==> src/rtl/wave_decimator.sv <==
// wave_decimator: block-averaging decimator for the codec sample stream.
// Each block of 2^k input strobes produces one output strobe carrying the
// floor average of the block. k is taken from decim_sel (clamped to MAX_LOG2)
// only at block boundaries, so a mid-block change never produces a short block.
// Optional feature macro: PEAK_HOLD_EN adds a peak_mode input. When peak_mode
// is set, each block outputs its largest-magnitude sample instead of the average.
module wave_decimator #(
    parameter int MAX_LOG2 = 4,
    parameter int WIDTH    = 16
) (
    input  logic             clk,
    input  logic             reset,
    input  logic             sample_in_ready,
    input  logic [WIDTH-1:0] sample_in,
    input  logic [2:0]       decim_sel,
`ifdef PEAK_HOLD_EN
    input  logic             peak_mode,
`endif
    output logic             new_sample,
    output logic [WIDTH-1:0] sample,
    output logic [2:0]       block_k
);

    localparam int         AW    = WIDTH + MAX_LOG2;
    localparam logic [2:0] MAX_K = 3'(MAX_LOG2);

    logic signed [AW-1:0]  acc_q, acc_d;
    logic [MAX_LOG2-1:0]   cnt_q, cnt_d;
    logic                  new_q, new_d;
    logic [WIDTH-1:0]      sample_q, sample_d;
    logic [2:0]            k_q, k_d;
    // Set during reset so the first edge after reset latches decim_sel.
    logic                  start_q, start_d;

    logic [2:0]            sel_k;
    logic [2:0]            eff_k;
    logic [MAX_LOG2:0]     last_cnt;
    logic                  is_last;
    logic signed [AW-1:0]  sum;

`ifdef PEAK_HOLD_EN
    logic [WIDTH-1:0]      peak_q, peak_d;
    logic                  mode_q, mode_d;
    logic                  eff_mode;
    logic [WIDTH-1:0]      cand;

    // Magnitude on WIDTH+1 bits so the most negative value is representable.
    function automatic logic [WIDTH:0] mag(input logic [WIDTH-1:0] x);
        logic [WIDTH:0] e;
        e = {x[WIDTH-1], x};
        return e[WIDTH] ? (~e + 1'b1) : e;
    endfunction
`endif

    // Block bookkeeping: close detection, accumulation and output capture.
    always_comb begin
        sel_k    = (decim_sel > MAX_K) ? MAX_K : decim_sel;
        eff_k    = start_q ? sel_k : k_q;
        last_cnt = ((MAX_LOG2 + 1)'(1) << eff_k) - 1'b1;
        is_last  = ({1'b0, cnt_q} == last_cnt);
        sum      = acc_q + {{MAX_LOG2{sample_in[WIDTH-1]}}, sample_in};

        acc_d    = acc_q;
        cnt_d    = cnt_q;
        new_d    = 1'b0;
        sample_d = sample_q;
        k_d      = eff_k;
        start_d  = 1'b0;
`ifdef PEAK_HOLD_EN
        eff_mode = start_q ? peak_mode : mode_q;
        mode_d   = eff_mode;
        peak_d   = peak_q;
        // Strict greater-than keeps the earliest sample on a magnitude tie.
        cand     = ((cnt_q == '0) || (mag(sample_in) > mag(peak_q))) ? sample_in : peak_q;
`endif

        if (sample_in_ready) begin
            if (is_last) begin
                acc_d    = '0;
                cnt_d    = '0;
                new_d    = 1'b1;
                sample_d = WIDTH'(sum >>> eff_k);
                k_d      = sel_k;
`ifdef PEAK_HOLD_EN
                if (eff_mode) begin
                    sample_d = cand;
                end
                mode_d   = peak_mode;
`endif
            end else begin
                acc_d = sum;
                cnt_d = cnt_q + 1'b1;
`ifdef PEAK_HOLD_EN
                peak_d = cand;
`endif
            end
        end
    end

    // State registers with synchronous active-high reset.
    always_ff @(posedge clk) begin
        if (reset) begin
            acc_q    <= '0;
            cnt_q    <= '0;
            new_q    <= 1'b0;
            sample_q <= '0;
            k_q      <= sel_k;
            start_q  <= 1'b1;
`ifdef PEAK_HOLD_EN
            peak_q   <= '0;
            mode_q   <= peak_mode;
`endif
        end else begin
            acc_q    <= acc_d;
            cnt_q    <= cnt_d;
            new_q    <= new_d;
            sample_q <= sample_d;
            k_q      <= k_d;
            start_q  <= start_d;
`ifdef PEAK_HOLD_EN
            peak_q   <= peak_d;
            mode_q   <= mode_d;
`endif
        end
    end

    assign new_sample = new_q;
    assign sample     = sample_q;
    assign block_k    = k_q;

endmodule
==> config.mk <==
export PLATFORM = sky130hd
export DESIGN_NAME = wave_decimator
export DESIGN_NICKNAME = d
export VERILOG_FILES = /design/src/rtl/wave_decimator.sv
export SDC_FILE = /design/constraint.sdc
export NUM_CORES = 1
export LEC_CHECK = 0
export ABC_AREA = 1
export BUFFER_PORTS_ARGS = -buffer_cell sky130_fd_sc_hd__buf_4
export CAP_MARGIN = 40
export CORE_MARGIN = 1
export CORE_UTILIZATION = 35
export DETAILED_ROUTE_END_ITERATION = 8
export GPL_TIMING_DRIVEN = 1
export SETUP_SLACK_MARGIN = 0.02
export SKIP_CTS_REPAIR_TIMING = 1
export SLEW_MARGIN = 20
export SYNTH_ARGS = -nofsm -noshare
export SYNTH_HDL_FRONTEND = slang
export SYNTH_SLANG_ARGS = --single-unit
export TNS_END_PERCENT = 20
==> constraint.sdc <==
create_clock -name clk -period 3.7 [get_ports clk]
set_clock_uncertainty 0.1 [all_clocks]
set_input_delay 0.185 -clock clk [delete_from_list [all_inputs] [get_ports clk]]
set_output_delay 0.185 -clock clk [all_outputs]
set_load 0.02 [all_outputs]
==> impl_metrics.tcl <==
set metrics [dict create \
    powerDensity_nw_per_um2 377 \
    combPwrFrac_pct 42.4 \
    wirelength_mm 10.8 \
    status "finished clean" \
    path_cells "nand2_1, o22ai_2, buf_4, inv_1, nand3_1, ha_1, xor2_1, xor2_2, nor2_4, a21oi_4, nand2_1, a21oi_1" \
    drtPass1Iterations 5 \
    cp-start-kind "flip-flop" \
    yosysWarnings 0 \
    fp.dieW_um 106 \
    die_h_um 106 \
    min_path_cells 4 \
    antenna_found_initial 0 \
    drv_slew 0 \
    synthCells 624 \
    internal_power_mw 0.969 \
    ant_nets 0 \
    htree_levels 2 \
    fin_crit_sh_pct 87.9 \
    synth_area_leaders "dfxtp_1 (24%), nand2_1 (22%), nand3_1 (15%)" \
    critPathMaxStageDelay_ns 0.54 \
    reg2regPathDepth 12 \
    ir_drop_uv 282 \
    dp_cells 787 \
    clock_path_buffers 2 \
    gr-usage-all-layers_pct 20.1 \
    hold_end "block_k[0]$_DFF_P_" \
    area_delta_synth_final_pct 14.1 \
    stdcell_count 796 \
    drive_above_1_share_pct 13.0 \
    max_freq_mhz 307 \
    max_slew_margin_pct 56.4 \
    setup_viol 0 \
    r2r-start "start_q$_DFF_P_" \
    vias 4012 \
    coreArea_um2 10400 \
    crit_type "reg2reg" \
    cts.sinks 45 \
    hold_viol_final 0 \
    min_from "decim_sel[2]" \
    tns_ns 0 \
    p_sw_share_pct 40.2 \
    synth.cell_area_um2 3770 \
    antenna_cells 0 \
    yosys.area.top_type "dfxtp_1" \
    syn_nets 668 \
    via_per_inst 5.04 \
    cts_buffers 5 \
    root_buffer "clkbuf_8" \
    grt_setup_unrepaired "no" \
    clk_latency_ns 0.29 \
    nFillCells 1149 \
    nets 703 \
    drtIter0Drc 156 \
    yosysTopAreaCellShare_pct 23.9 \
    grt_pass1_wl_mm 18.0 \
    hold_path.class "in2reg" \
    r2r_slack_ns 0.45 \
    place_hpwl_mm 8.79 \
    ys_types 30 \
    final_common_cell "nand2_1" \
    pwr-share-clk_pct 24.3 \
    path_common_cell "nand2_1" \
    drc_errors 0 \
    cap_viol_max_count 0 \
    cts_tree "done" \
    rows 37 \
    cts.clk_slew.worst_paths_ns 0.09 \
    wl_per_cell_um 13.6 \
    arrival_ns 3.38 \
    endpoint_kind "flip-flop" \
    p_seq_share_pct 33.3 \
    ios 42 \
    required_ns 3.83 \
    mostFrequentLayoutCells "nand2_1 (219), nand3_1 (116), inv_1 (75)" \
    synth_seq_area_share_pct 23.9 \
    p_leak_nw 2.24 \
    grt_max_degree 26 \
    synth.avg_cell_area_um2 6.04 \
    io_buffers 41 \
    switching_power_mw 0.650 \
    ys_ff_latch 45 \
    min_period_ns 3.25 \
    r2r-end "acc_q[10]$_SDFFE_PP0P_" \
    grt_pass1_vias 3764 \
    grt.overflow.total 0 \
    place_congestion 0.911 \
    critPathMaxFanout 20 \
    tightest_slew_ns 0.653 \
    initial_core_util_pct 36.3 \
    slowest_stage "a21oi_4" \
    dieArea_um2 11200 \
]
==> cells in the mapped netlist (all sizes together) <==
library cell    n
fa              1
ha             21
nor2           33
inv            77
clkinv          1
nand4          10
xor2            7
or2             1
nand3b          1
nand2         231
dfxtp          45
o211ai          3
o21bai          1
xnor2           3
o21ai          13
o22ai           1
clkbuf         12
buf             5
nor3            4
nand3         117
a21oi          37
==> through the flow <==
step	setup slack [ns]	power [mW]	area [um^2]	utilization (%)	hold slack, ns
finish	0.446	1.62	4300	41.4	0.0870
CTS	0.412	1.63	4280	41.3	0.0709
detailed placement	0.457	1.22	4170	40.2	0.341
global placement	0.631	1.22	4170	40.2	0.340
floorplan	1.04	1.06	3770	-	0.113
global route	0.138	1.75	4300	41.4	0.0937
==> cell families (layout without fill, tap and decap cells) <==
kind of cell / after synthesis / after routing / synth area share, %
XOR/XNOR: 10 / 10 / 2.72
AND/OR/NAND/NOR: 397 / 397 / 46.2
flip-flops: 45 / 45 / 23.9
adder cells (fa/ha/maj): 22 / 22 / 7.51
AO/OA/AOI/OAI: 55 / 55 / 9.17
buffers and inverters: 95 / 131 / 10.5
==> critical path: cells and delay by family (launching register included) <==
family                     cells  cell delay (ns)
and+or+nand+nor                4             0.52
AOI/OAI and AO/OA              3             0.88
adders and majority gates      1             0.22
buffers and inverters          2             0.55
xor gates and xnor gates       2             0.47
DFF                            1             0.45
==> state kept, by name, indices dropped and copies added (netlist names) <==
name,flops
start_q,1
acc_q,20
block_k,3
new_sample,1
cnt_q,4
sample,16
==> final cells by class <==
class	instances	area [um^2]	share of cell area, %
clock buffers	7	86.3	2.01
clock inverters	1	30.0	0.699
inverters	78	293	6.81
multi-input cells	484	2470	57.5
flip-flops and latches	45	901	21.0
well taps	136	170	3.96
repair buffers	45	345	8.04
==> power by group through the flow <==
stage	clock (mW)	sequential, mW	combinational, mW
final	0.394	0.539	0.686
after global routing	0.428	0.543	0.775
after CTS	0.413	0.540	0.677
after detailed placement	0	0.551	0.673
after global placement	0	0.550	0.669
after floorplan	0	0.549	0.507
==> routing by layer <==
layer  vias up  track usage (%)  share of wire [%]
met1      1800             25.9                 46
met4         0             8.63                3.6
met3        22             2.54                3.5
met2       106             33.5                 47
met5         -                0                  0
li1       2084                -                  -
==> how the worst max path moves through the flow <==
| stage | start | endpoint | slack (ns) | cells past startpoint |
|---|---|---|---|---|
| 6_report | start_q$_DFF_P_ | acc_q[10]$_SDFFE_PP0P_ | 0.45 | 12 |
| 5_1_grt | start_q$_DFF_P_ | acc_q[10]$_SDFFE_PP0P_ | 0.14 | 12 |
| 4_1_cts | start_q$_DFF_P_ | acc_q[10]$_SDFFE_PP0P_ | 0.41 | 12 |
| 3_5_place_dp | start_q$_DFF_P_ | acc_q[10]$_SDFFE_PP0P_ | 0.46 | 12 |
| 3_3_place_gp | start_q$_DFF_P_ | acc_q[8]$_SDFFE_PP0P_ | 0.63 | 12 |
| 2_1_floorplan | start_q$_DFF_P_ | sample[13]$_SDFFE_PP0P_ | 1.04 | 15 |
No activity file was read; power rests on OpenSTA's default activity.
